===== config.mk =====
export PLATFORM = sky130hd
export DESIGN_NAME = frame_bank_ctrl
export DESIGN_NICKNAME = d
export VERILOG_FILES = /design/src/rtl/frame_bank_ctrl.sv
export SDC_FILE = /design/constraint.sdc
export NUM_CORES = 1
export LEC_CHECK = 0
export CORE_MARGIN = 1
export CORE_UTILIZATION = 45
export CTS_CLUSTER_SIZE = 40
export DETAILED_ROUTE_END_ITERATION = 16
export PLACE_DENSITY = 0.9
export SLEW_MARGIN = 20
export SYNTH_ARGS = -nofsm -noshare
export SYNTH_HDL_FRONTEND = slang
export SYNTH_SLANG_ARGS = --single-unit

===== constraint.sdc =====
create_clock -name clk -period 2.8 [get_ports clk]
set_input_delay 0.56 -clock clk [delete_from_list [all_inputs] [get_ports clk]]
set_output_delay 0.56 -clock clk [all_outputs]
set_load 0.01 [all_outputs]

===== src/rtl/frame_bank_ctrl.sv =====
// frame_bank_ctrl: double-buffer scheduler between the UART pixel stream and
// the LED scan driver. Incoming frames fill the back bank (~rd_bank) while the
// driver scans the front bank. The banks swap only when a complete frame is
// waiting and the driver reports a frame boundary.
// Optional feature: define FILL_TIMEOUT_EN to abandon a partial frame after
// TIMEOUT_CYCLES idle cycles in FILL.
module frame_bank_ctrl #(
  parameter int ADDR_WIDTH     = 8,
  parameter int FRAME_PIXELS   = 256,
  parameter int DATA_WIDTH     = 24,
  parameter int TIMEOUT_CYCLES = 1000000
) (
  input  logic                  clk,
  input  logic                  rst_n,
  input  logic                  wr_valid,
  input  logic                  wr_sof,
  input  logic [DATA_WIDTH-1:0] wr_data,
  output logic                  wr_ready,
  output logic                  mem_we,
  output logic [ADDR_WIDTH:0]   mem_waddr,
  output logic [DATA_WIDTH-1:0] mem_wdata,
  input  logic                  scan_frame_end,
  output logic                  rd_bank,
  output logic                  swap_pulse,
  output logic [1:0]            state,
  output logic [7:0]            err_cnt
);

  typedef enum logic [1:0] {
    S_IDLE  = 2'b00,
    S_FILL  = 2'b01,
    S_READY = 2'b10,
    S_SWAP  = 2'b11
  } state_t;

  localparam logic [ADDR_WIDTH-1:0] LAST_IDX = ADDR_WIDTH'(FRAME_PIXELS - 1);

  state_t                  r_state;
  state_t                  w_next;
  logic [ADDR_WIDTH-1:0]   r_wcnt;
  logic [ADDR_WIDTH-1:0]   w_idx;
  logic                    r_rd_bank;
  logic                    r_mem_we;
  logic [ADDR_WIDTH:0]     r_mem_waddr;
  logic [DATA_WIDTH-1:0]   r_mem_wdata;
  logic [7:0]              r_err_cnt;
  logic                    w_xfer;
  logic                    w_we;
  logic                    w_resync;
  logic                    w_last;
  logic                    w_timeout;

  assign w_xfer = wr_valid & wr_ready;

  // Decide whether this cycle writes a pixel and at which index.
  always_comb begin
    w_we     = 1'b0;
    w_resync = 1'b0;
    w_idx    = r_wcnt;
    unique case (r_state)
      S_IDLE: begin
        if (w_xfer && wr_sof) begin
          w_we  = 1'b1;
          w_idx = '0;
        end
      end
      S_FILL: begin
        if (w_xfer) begin
          w_we = 1'b1;
          if (wr_sof) begin
            w_idx    = '0;
            w_resync = 1'b1;
          end
        end
      end
      default: ;
    endcase
  end

  assign w_last = w_we && (w_idx == LAST_IDX);

`ifdef FILL_TIMEOUT_EN
  localparam int IW = $clog2(TIMEOUT_CYCLES + 1);
  logic [IW-1:0] r_idle_cnt;

  // Count consecutive FILL cycles without a transfer.
  always_ff @(posedge clk or negedge rst_n) begin
    if (!rst_n)
      r_idle_cnt <= '0;
    else if (r_state != S_FILL || w_xfer)
      r_idle_cnt <= '0;
    else
      r_idle_cnt <= r_idle_cnt + IW'(1);
  end

  // Fires on the TIMEOUT_CYCLES-th idle cycle, so the frame is dropped at its end.
  assign w_timeout = (r_state == S_FILL) && !w_xfer &&
                     (r_idle_cnt == IW'(TIMEOUT_CYCLES - 1));
`else
  assign w_timeout = 1'b0;
`endif

  // State register.
  always_ff @(posedge clk or negedge rst_n) begin
    if (!rst_n)
      r_state <= S_IDLE;
    else
      r_state <= w_next;
  end

  // Next-state logic.
  always_comb begin
    w_next = r_state;
    unique case (r_state)
      S_IDLE:  if (w_we) w_next = w_last ? S_READY : S_FILL;
      S_FILL: begin
        if (w_last)
          w_next = S_READY;
        else if (w_timeout)
          w_next = S_IDLE;
      end
      S_READY: if (scan_frame_end) w_next = S_SWAP;
      S_SWAP:  w_next = S_IDLE;
      default: w_next = S_IDLE;
    endcase
  end

  // State-decoded outputs.
  always_comb begin
    wr_ready   = (r_state == S_IDLE) || (r_state == S_FILL);
    swap_pulse = (r_state == S_SWAP);
  end

  // Pixel counter: next free index of the back bank.
  always_ff @(posedge clk or negedge rst_n) begin
    if (!rst_n)
      r_wcnt <= '0;
    else if (w_timeout)
      r_wcnt <= '0;
    else if (w_we)
      r_wcnt <= w_last ? '0 : w_idx + ADDR_WIDTH'(1);
  end

  // Front bank toggles on entry to SWAP so rd_bank and swap_pulse change together.
  always_ff @(posedge clk or negedge rst_n) begin
    if (!rst_n)
      r_rd_bank <= 1'b0;
    else if (r_state == S_READY && scan_frame_end)
      r_rd_bank <= ~r_rd_bank;
  end

  // Registered memory write port; address and data hold between writes.
  always_ff @(posedge clk or negedge rst_n) begin
    if (!rst_n) begin
      r_mem_we    <= 1'b0;
      r_mem_waddr <= '0;
      r_mem_wdata <= '0;
    end else begin
      r_mem_we <= w_we;
      if (w_we) begin
        r_mem_waddr <= {~r_rd_bank, w_idx};
        r_mem_wdata <= wr_data;
      end
    end
  end

  // Saturating error counter for resyncs and timeouts.
  always_ff @(posedge clk or negedge rst_n) begin
    if (!rst_n)
      r_err_cnt <= '0;
    else if ((w_resync || w_timeout) && r_err_cnt != '1)
      r_err_cnt <= r_err_cnt + 8'd1;
  end

  assign rd_bank   = r_rd_bank;
  assign mem_we    = r_mem_we;
  assign mem_waddr = r_mem_waddr;
  assign mem_wdata = r_mem_wdata;
  assign err_cnt   = r_err_cnt;
  assign state     = r_state;

endmodule


==> out/results.tsv, run 1 <==
metric	value	unit
outcome	complete, no violations	
root_buffer	clkbuf_8	
synth-seq-area-share	56.5	%
worst_slew_pin_slew	0.665	ns
clkSinkCount	53	
cts_max_level	2	
nets	356	
grt-ovfl-total	0	
path_clk_slew	0.10	ns
powerDensity	594	mW/mm2
utilization	67.7	%
yosysMostFrequentCell	nand2_1	
switchingPower	0.000506	W
ys_dominant_reg_cell	dfrtp_1	
clock_power_share	30.7	%
sw_frac_of_total	25.8	%
p_seq_share	47.5	%
p_leak	1.58	nW
place_congestion	0.873	
start_util	48.1	%
synthTopCellsByArea	dfrtp_1 57%, nand2_1 16%, ha_1 3.2%, xor2_1 2.2%, nor2_1 1.6%	
grt_pass1_wl	8.11	mm
synth_edf_count	0	
synth_commonest_cells	99 x nand2_1, 53 x dfrtp_1, 10 x nor2_1	
drive_gt1_share	7.45	%
avgSynthCellArea	9.70	um2
syn_inst	242	
drc	0	
finalCritPeriodShare	90.9	%
min_period	2.54	ns
peakVddDrop	0.392	mV
synthDistinctLibCells	40	
wirelength	4.89	mm
ant_nets	0	
async_reset_ff_share	100	%
placed_area	0.00317	mm2
clk_latency	0.30	ns
clock.fmax	0.393	GHz
dr.first_iter.drc_count	135	
wl_per_cell	12.6	um
die_h	74.2	um
row_count	25	
insertedDiodeCount	0	
antenna_found_initial	0	
vias	1918	
post_cts_buffers	0	
min_path_type	in2async	
viasPerCell	4.93	
ios	76	
combPwrFrac	21.8	%
hold_viol	0	
hpwl	3.51	mm
cap_viol_max_count	0	
fin_area	0.00330	mm2
coreArea	0.00488	mm2
criticalPathCategory	reg2reg	
slew_headroom	55.6	%
intPower	0.00146	W
ys_ff_latch	53	
drtPass1Iterations	4	
post-place-cells	381	
yosysTopAreaCellShare	56.5	%
syn-num-nets	277	
io_buffers	75	
grt_max_degree	54	
cp.arrival	2.75	ns
cts-resized-gates	0	
grt_pass1_vias	1908	
grt.total_usage	19.4	%
fin_setup_tns	0	ns
die-width	74.2	um
die_area	0.00551	mm2
p_total	0.00196	W
netlist_area	0.00235	mm2
rrSetupSlack	0.26	ns
cts_buffers	5	
rsz0062_at_grt	false	
cp.required	3.00	ns
final_cells	389	
fin_worst_skew	0.00899	ns
cts_tree	built	
area_growth	40.8	%
yosys_warnings	0	
cts_buffer_depth	2	
path_max_fanout	7	
postCtsHoldBufs	0	
start_kind	flip-flop	
synth_area_leader_cell	dfrtp_1	
slew_viol_final	0	
end_kind	flip-flop	
setup_viol	0	
area by class of cell:
class,count,area [um2]
Clock buffer,5,68.8
Clock inverter,3,65.1
Fill cell,408,1580
Inverter,5,18.8
Multi-Input combinational cell,175,951
Sequential cell,53,1330
Tap cell,67,83.8
Timing Repair Buffer,81,791
cells by family after synthesis:
logic type,count (synthesis),synth area share (%)
and+or+nand+nor,134,24.9
DFF,53,56.5
AOI/OAI and AO/OA,22,7.25
buffers and inverters,14,2.98
xor gates and xnor gates,9,3.36
adders and majority gates,6,3.20
muxes,4,1.81
placed cells by master (no fill, tap or decap), drive strengths merged, types with 4 or more instances in the layout:
cell type | synthesis | layout
clkdlybuf4s50 | 0 | 74
xor2 | 6 | 6
a21oi | 4 | 4
o21ai | 6 | 6
nand2 | 99 | 99
ha | 6 | 6
inv | 5 | 5
buf | 5 | 7
nand3 | 6 | 6
clkbuf | 4 | 5
nor2 | 10 | 10
dfrtp | 53 | 53
worst paths after layout:
check                                endpoint          start  cells past startpoint
worst max-delay path                r_wcnt[3]       state[1]                      9
worst min-delay path                r_wcnt[7]          rst_n                      2
worst max register to register      r_wcnt[3]       state[1]                      9
worst min register to register  mem_wdata[13]  mem_wdata[13]                      2
max in group asynchronous        mem_waddr[1]          rst_n                      2
min in group clk                mem_wdata[13]  mem_wdata[13]                      2
flip-flops by register name, indices dropped and copies added, names as in the netlist:
name and count:
err_cnt 8, mem_waddr 9, mem_wdata 24, mem_we 1, state 2, rd_bank 1, r_wcnt 8
power by group through the flow:
| stage | clock network (W) | registers [W] | logic [W] |
|---|---|---|---|
| after global routing | 0.000644 | 0.000947 | 0.000471 |
| final | 0.000602 | 0.000932 | 0.000429 |
| after global placement | 0 | 0.000944 | 0.000422 |
| after CTS | 0.000619 | 0.000932 | 0.000436 |
| after floorplan | 0 | 0.000978 | 0.000140 |
| after detailed placement | 0 | 0.000948 | 0.000433 |
per-stage QoR:
step / setup slack [ns] / hold WS [ns]
6_report: 0.256 / 0.346
5_1_grt: 0.0774 / 0.418
4_1_cts: 0.253 / 0.392
3_5_place_dp: 0.162 / 0.465
3_3_place_gp: 0.281 / 0.457
2_1_floorplan: 0.352 / 0.264
worst max-delay path, cell delays in order (launching register included):
cell and delay [ns]:
dfrtp_1 0.42, inv_1 0.10, ha_1 0.28, o211ai_2 0.25, and2_1 0.20, ha_1 0.20, nand3_1 0.19, nor3_2 0.42
o311ai_0 0.19, and3_1 0.19
layer usage:
metal  vias to the layer above  share of wire (%)  GRT usage (%)
met1                       901                 43           22.3
met5                         -                  0              0
met2                        62                 49           34.2
li1                        948                  -              -
met3                         7                7.3           6.78
met4                         0               0.90           5.66
(Power assumes the default switching activity.)
==> run 2: changes to the inputs <==
--- a/config.mk
+++ b/config.mk
@@ -5,11 +5,10 @@
 export SDC_FILE = /design/constraint.sdc
 export NUM_CORES = 1
 export LEC_CHECK = 0
-export CORE_MARGIN = 1
 export CORE_UTILIZATION = 45
 export CTS_CLUSTER_SIZE = 40
 export DETAILED_ROUTE_END_ITERATION = 16
-export PLACE_DENSITY = 0.9
+export PLACE_DENSITY_LB_ADDON = 0.12
 export SLEW_MARGIN = 20
 export SYNTH_ARGS = -nofsm -noshare
 export SYNTH_HDL_FRONTEND = slang
==> out/results.tsv, run 2 (synthesis gave the netlist of run 1 again) <==
metric	value	unit
root_buffer	clkbuf_8	
min_path_type	in2async	
p_seq_share	51.6	%
area_growth	39.7	%
viasPerCell	4.83	
dr.first_iter.drc_count	123	
clock.fmax	0.375	GHz
wl_per_cell	12.0	um
clk_latency	0.30	ns
combPwrFrac	23.4	%
start_kind	flip-flop	
hold_viol	0	
switchingPower	0.000488	W
p_total	0.00181	W
die-width	74.2	um
grt_max_degree	31	
outcome	complete, no violations	
pre_cts_ws	0.0931	ns
rrSetupSlack	0.14	ns
mostFrequentLayoutCells	99 x nand2_1, 74 x clkdlybuf4s50_1, 53 x dfrtp_1	
start_util	48.1	%
cp.required	3.04	ns
io_buffers	75	
clkSinkCount	53	
placed_area	0.00318	mm2
wirelength	4.68	mm
rsz0062_at_grt	true	
fin_area	0.00328	mm2
largest_register_ffs	24	
slew_headroom	56.3	%
hpwl	3.46	mm
cap_viol_max_count	0	
powerDensity	553	mW/mm2
intPower	0.00133	W
finalCritPeriodShare	95.1	%
cp.arrival	2.90	ns
cts_buffers	5	
antenna_found_initial	0	
path_clk_slew	0.08	ns
post_cts_buffers	0	
final_common_cell	nand2_1	
setup_viol	0	
vias	1883	
die_area	0.00551	mm2
criticalPathCategory	reg2reg	
cts_tree	built	
ios	76	
slew_viol_final	0	
fin_worst_skew	0.00342	ns
die_h	74.2	um
postCtsHoldBufs	0	
grt_pass1_wl	7.65	mm
grt-ovfl-total	0	
p_leak	1.57	nW
drtPass1Iterations	4	
nets	357	
cts_max_level	2	
utilization	67.2	%
drive_gt1_share	7.74	%
grt.total_usage	18.3	%
worst_slew_pin_slew	0.655	ns
sw_frac_of_total	26.9	%
drc	0	
grt_pass1_vias	1748	
ant_nets	0	
place_congestion	0.813	
coreArea	0.00488	mm2
min_period	2.66	ns
peakVddDrop	0.418	mV
path_max_fanout	7	
cts_buffer_depth	2	
clock_power_share	25.0	%
row_count	25	
holdWs	0.281	ns
end_kind	flip-flop	
fin_ws	0.137	ns
reg2reg_depth	9	
insertedDiodeCount	0	
run 2: worst max-delay path, stage by stage, from the launching register on:
cell and delay (ns):
dfrtp_1 0.40, inv_1 0.09, ha_1 0.28, o211ai_2 0.33, and2_1 0.23, ha_1 0.20, nand3_1 0.20, or3_4 0.45
a21boi_1 0.21, o221a_1 0.21
run 2: path summary, 6_finish.rpt:
kind	start	to
setup / recovery	state[1]	state[0]
hold / removal	rst_n	rd_bank
setup reg to reg	state[1]	state[0]
hold reg to reg	mem_wdata[18]	mem_wdata[18]
max in group asynchronous	rst_n	r_wcnt[3]
min in group clk	mem_wdata[18]	mem_wdata[18]
run 2: through the flow:
step	instances	TNS, ns
after floorplan	242	0
after global placement	382	0
after detailed placement	382	0
after CTS	390	0
after global routing	390	-0.00326
final	390	0
run 2: area by class of cell:
type                       count  area [um2]
fill                         405        1600
inverter                       5        18.8
sequential                    53        1330
multi-input combinational    175         951
clock buffer                   7        96.3
clock inverter                 1        5.00
tap                           67        83.8
timing repair buffer          82         798
run 2: power groups by stage:
stage               clock network (W)  registers [W]  logic [W]
floorplan                           0       0.000978   0.000140
global placement                    0       0.000947   0.000425
detailed placement                  0       0.000949   0.000431
CTS                          0.000470       0.000936   0.000433
global route                 0.000509       0.000951   0.000467
finish                       0.000453       0.000936   0.000425
run 2: what timing repair did:
action,CTS,global route
resized for setup,0,0
endpoints found under the hold margin,0,0
endpoints found under the setup margin,0,1
run 2: metal layers:
layer,vias up,global-route usage (%),wire (um)
met5,-,0,0
met4,0,6.29,59
met3,6,6.10,335
met2,59,29.1,2150
met1,869,23.7,2130
li1,949,-,-
==> run 3: changes to the inputs <==
--- a/config.mk
+++ b/config.mk
@@ -8,6 +8,7 @@
 export CORE_UTILIZATION = 45
 export CTS_CLUSTER_SIZE = 40
 export DETAILED_ROUTE_END_ITERATION = 16
+export HOLD_SLACK_MARGIN = 0.06
 export PLACE_DENSITY_LB_ADDON = 0.12
 export SLEW_MARGIN = 20
 export SYNTH_ARGS = -nofsm -noshare
==> results of run 3 <==
The final DEF is identical to that of run 2; final timing and power are the same.
==> RTL edit 1, RTL diff (config.mk and constraints of run 2) <==
`DATA_WIDTH`: 24 -> 32.
--- a/src/rtl/frame_bank_ctrl.sv
+++ b/src/rtl/frame_bank_ctrl.sv
@@ -8,5 +8,5 @@
   parameter int ADDR_WIDTH     = 8,
   parameter int FRAME_PIXELS   = 256,
-  parameter int DATA_WIDTH     = 24,
+  parameter int DATA_WIDTH     = 32,
   parameter int TIMEOUT_CYCLES = 1000000
 ) (
Ports: changed (resized mem_wdata and wr_data); port bits go from 76 to 92. No check against the original RTL was run, so the function may have changed too.
==> RTL edit 1 against run 2 <==
Sequential share of layout area decreased by 1.2 points; wire length up 31%; worst setup slack gained 0.077 ns; register-to-register slack better by 0.15 ns; sequential cell count up 8; final area is 18% higher; critical path depth decreased by 3; first-iteration DRC count up 1.6%; die area grew 13%; area after synthesis grew 13%.
Power is not compared: it rests on default switching activity, and its combinational part moved more than twofold at a synthesized area within 25%.
==> RTL edit 1: results (changes against run 2) <==
- WL met3: 307 µm (-8.4%)
- Crit path max fanout: 10 (+3)
- Distinct cells, synth: 36 (-10%)
- WL met1: 2780 µm (+31%)
- Fin nets: 421 (+18%)
- Post-synthesis xor/xnor area fraction: 0.0263 (-0.00727)
- Top cell family by delay on the critical path: buffers and inverters
- Layout cells sized above 1: 0.0940 (+0.0166)
- Synthesized Nets: 321 (+16%)
- Synth top cells by count: 118 x nand2_1, 61 x dfrtp_1, 11 x o21ai_0
- Worst Max-Slew Pin Slew: 0.488 ns (-0.167 ns)
- FMAX: 387 MHz (+3.0%)
- Largest net degree at the start of global routing: 35 (+13%)
- Gp weighted congestion: 0.809 (-0.57%)
- Tot GR Track Use: 0.218 (+0.0346)
- WL met2: 2960 µm (+38%)
- Worst path slowest cell: clkdlybuf4s50_1
- Met1 global-route usage: 0.280 (+0.0425)
- Routed vias/inst: 4.95 (+2.5%)
- DP Cell Count: 439 (+15%)
- Number of global-route vias before repair: 2226 (+27%)
- Slowest stage delay, CP: 0.47 ns (+0.02 ns)
- Largest register FFs: 32 (+33%)
- CP endpoint: wr_ready
- Adder-cell share of the synthesized area: 0.0282 (-0.00379)
- Mux cell area share after synthesis: 0.0127 (-0.00544)
- Routed via count: 2251 (+20%)
- Flop2flop setup slack: 0.29 ns (+0.15 ns)
- Tot Pwr: 0.00414 W
- CTS H-tree depth: 3 (+1)
- IO Port Bufs: 91 (+21%)
- Clock Latency Late Sink: 0.33 ns (+0.03 ns)
- Reg2reg start: state[0]
- FILL cells: 464 (+15%)
- M2 GR Usage: 0.357 (+0.0665)
- Worst clock skew: 0.00751 ns (+0.00409 ns)
- Seq/Total Area, Yosys: 0.573 (+0.00828)
- Mapped Cells: 278 (+15%)
- First-pass GRT wire length: 10400 µm (+35%)
- Initial DRC Count: 125 (+1.6%)
- Clock power share: 0.211
- Status: complete, no violations
- DP HPWL: 4460 µm (+29%)
- Grt met3 use: 0.0517 (-0.00925)
-- RTL edit 1: changes by cell type after synthesis, moves of 3 or more --
| cell | delta |
|---|---|
| buf_4 | +4 |
| dfrtp_1 | +8 |
| inv_1 | +6 |
| nand2_1 | +19 |
| nand4_1 | +5 |
| nor2_1 | -4 |
| o21ai_0 | +5 |
| or3_1 | +3 |
-- RTL edit 1: cell type report --
class                           count  share of cell area
Sequential cell                    61               0.393
Multi-Input combinational cell    195               0.264
Timing Repair Buffer              101               0.252
Clock buffer                       10              0.0354
Tap cell                           72              0.0232
Clock inverter                      6              0.0222
Inverter                           10             0.00966
-- RTL edit 1: through the flow --
step / utilization / instance area [µm²] / hold WS (ns)
floorplan: - / 2660 / 0.264
global placement: 0.653 / 3660 / 0.455
detailed placement: 0.653 / 3660 / 0.461
CTS: 0.693 / 3880 / 0.181
global route: 0.693 / 3880 / 0.204
finish: 0.693 / 3880 / 0.178
==> RTL edit 2, RTL diff (config.mk and constraints of run 2) <==
Made on the original files. Put one more register stage on the output `err_cnt`, cleared by the reset. The value now appears one clock later. The other outputs are not delayed to match.
--- a/src/rtl/frame_bank_ctrl.sv
+++ b/src/rtl/frame_bank_ctrl.sv
@@ -177,5 +177,11 @@
   assign mem_waddr = r_mem_waddr;
   assign mem_wdata = r_mem_wdata;
-  assign err_cnt   = r_err_cnt;
+  always_ff @(posedge clk or negedge rst_n) begin
+    if (!rst_n) begin
+      err_cnt <= '0;
+    end else begin
+      err_cnt <= r_err_cnt;
+    end
+  end
   assign state     = r_state;
 
Formal check against the unedited RTL: not equivalent (Yosys sat finds a counterexample within 4 cycles, from zero or initial values and one cycle with rst_n low).
==> RTL edit 2 against run 2 <==
Clock skew increased by 0.0019 ns; sequential cell count increased by 8; area after synthesis increased by 7.6%; final area increased by 8.5%; critical endpoint is now wr_ready; wire length increased by 10%; worst setup slack improved by 0.094 ns; total power increased by 25%; synthesized cell count increased by 1.7%; clock power increased by 65%; sequential share of layout area increased by 2.5 points.
==> RTL edit 2: results (changes against run 2) <==
- Root Driver: clkbuf_8
- Cts repair resizes: 0 (unchanged)
- Max IR drop VDD: 0.444 mV (+6.3%)
- FILL cells: 458 (+13%)
- Routed vias/inst: 4.82 (-0.18%)
- Num CTS Buffers: 9 (+4)
- Post-synth ARST share: 1.00 (unchanged)
- IO Port Bufs: 75 (unchanged)
- Synth top cells by count: 98 x nand2_1, 61 x dfrtp_1, 8 x and3_1
- Clock Latency Late Sink: 0.33 ns (+0.03 ns)
- Slew Limit Headroom: 0.557 (-0.00678)
- Antenna violations before repair: 0 (unchanged)
- First-pass GRT wire length: 8740 µm (+14%)
- Worst clock skew: 0.00528 ns (+0.00186 ns)
- Tightest Hold Check Type: in -> async
- Status: complete, no violations
- Synth Warn #: 0 (unchanged)
- CTS H-tree depth: 3 (+1)
- Final antenna-violating net count: 0 (unchanged)
- Initial DRC Count: 71 (-42%)
- Largest register FFs: 24 (unchanged)
- Distinct cells, synth: 37 (-7.5%)
- Initial DRT Pass Iterations: 4 (unchanged)
- Leakage: 1.71 nW (+9.1%)
- Fin nets: 364 (+2.0%)
- Crit path max fanout: 10 (+3)
- Seq/Total Area, Yosys: 0.604 (+0.0392)
- # Post-CTS Setup Buffers: 0 (unchanged)
- Number of global-route vias before repair: 1851 (+5.9%)
- CTS Buffer Depth: 2 (unchanged)
- Gp weighted congestion: 0.846 (+4.1%)
- Synthesized Nets: 281 (+1.4%)
- Layout cells sized above 1: 0.0868 (+0.00943)
- DP HPWL: 3610 µm (+4.3%)
- Routed len/inst: 12.8 µm (+6.6%)
- Reg clk slew, reported paths: 0.07 ns
- Tot GR Track Use: 0.193 (+0.00998)
- Core area: 0.00527 mm² (+8.0%)
- ANT cells: 0 (unchanged)
- Largest net degree at the start of global routing: 34 (+9.7%)
- Area contributors post-synth: dfrtp_1 60%, nand2_1 15%, ha_1 3.0%
- Critical Path RT: 2.24 ns (-0.80 ns)
- Residual DRC: 0 (unchanged)
==> RTL edit 2: per-stage QoR <==
step	instance area, µm²	power, W	cells	util	worst slack (ns)
6_report	3560	0.00226	404	0.675	0.230
5_1_grt	3560	0.00238	404	0.675	0.0889
4_1_cts	3560	0.00229	404	0.675	0.225
3_5_place_dp	3370	0.00153	388	0.639	0.158
3_3_place_gp	3370	0.00152	388	0.639	0.252
2_1_floorplan	2530	0.00127	246	-	0.517
==> RTL edit 2: where the power goes <==
group	total, W	internal (W)	switching, W
sequential	0.00109	0.00101	0.0000848
clock	0.000746	0.000429	0.000318
combinational	0.000419	0.000240	0.000178
==> RTL edit 2: final cells by class <==
cell class,instances,share of cell area
Multi-Input combinational cell,172,0.262
Tap cell,70,0.0246
Inverter,4,0.00422
Timing Repair Buffer,81,0.226
Clock inverter,5,0.0141
Sequential cell,61,0.429
Clock buffer,11,0.0397
==> RTL edit 2: critical path, stage by stage (launching register included) <==
cell and delay, ns:
dfrtp_1 0.41, inv_1 0.11, ha_1 0.40, nor2_1 0.13
inv_1 0.09, clkdlybuf4s50_1 0.53
==> RTL edit 2: path summary, 6_finish.rpt <==
check / startpoint / end / slack (ns) / cells past startpoint
max in group asynchronous: rst_n / r_wcnt[3] / 1.93 / 2
min in group clk: r_err_cnt[7] / err_cnt[7] / 0.43 / 0
worst min-delay path: rst_n / r_wcnt[5] / 0.26 / 1
worst max register to register: state[1] / r_wcnt[3] / 0.37 / 9
worst min register to register: r_err_cnt[7] / err_cnt[7] / 0.43 / 0
worst max-delay path: state[1] / wr_ready / 0.23 / 5
==> RTL edit 2: metal layers <==
| metal | vias up | global-route usage | wire length [µm] |
|---|---|---|---|
| met5 | - | 0 | 0 |
| met4 | 0 | 0.0846 | 29 |
| met3 | 2 | 0.0679 | 295 |
| met2 | 56 | 0.282 | 2380 |
| met1 | 914 | 0.259 | 2460 |
| li1 | 975 | - | - |
==> RTL edit 2: cell families (layout without fill, tap and decap cells) <==
family                   count (synthesis)  after routing  share of synthesized area
AND/OR/NAND/NOR                        129            129                      0.222
flip-flops                              61             61                      0.604
AO/OA/AOI/OAI                           25             25                     0.0738
buffers and inverters                   13            101                     0.0262
XOR/XNOR                                10             10                     0.0347
adder cells (fa/ha/maj)                  6              6                     0.0297
multiplexers                             2              2                    0.00891
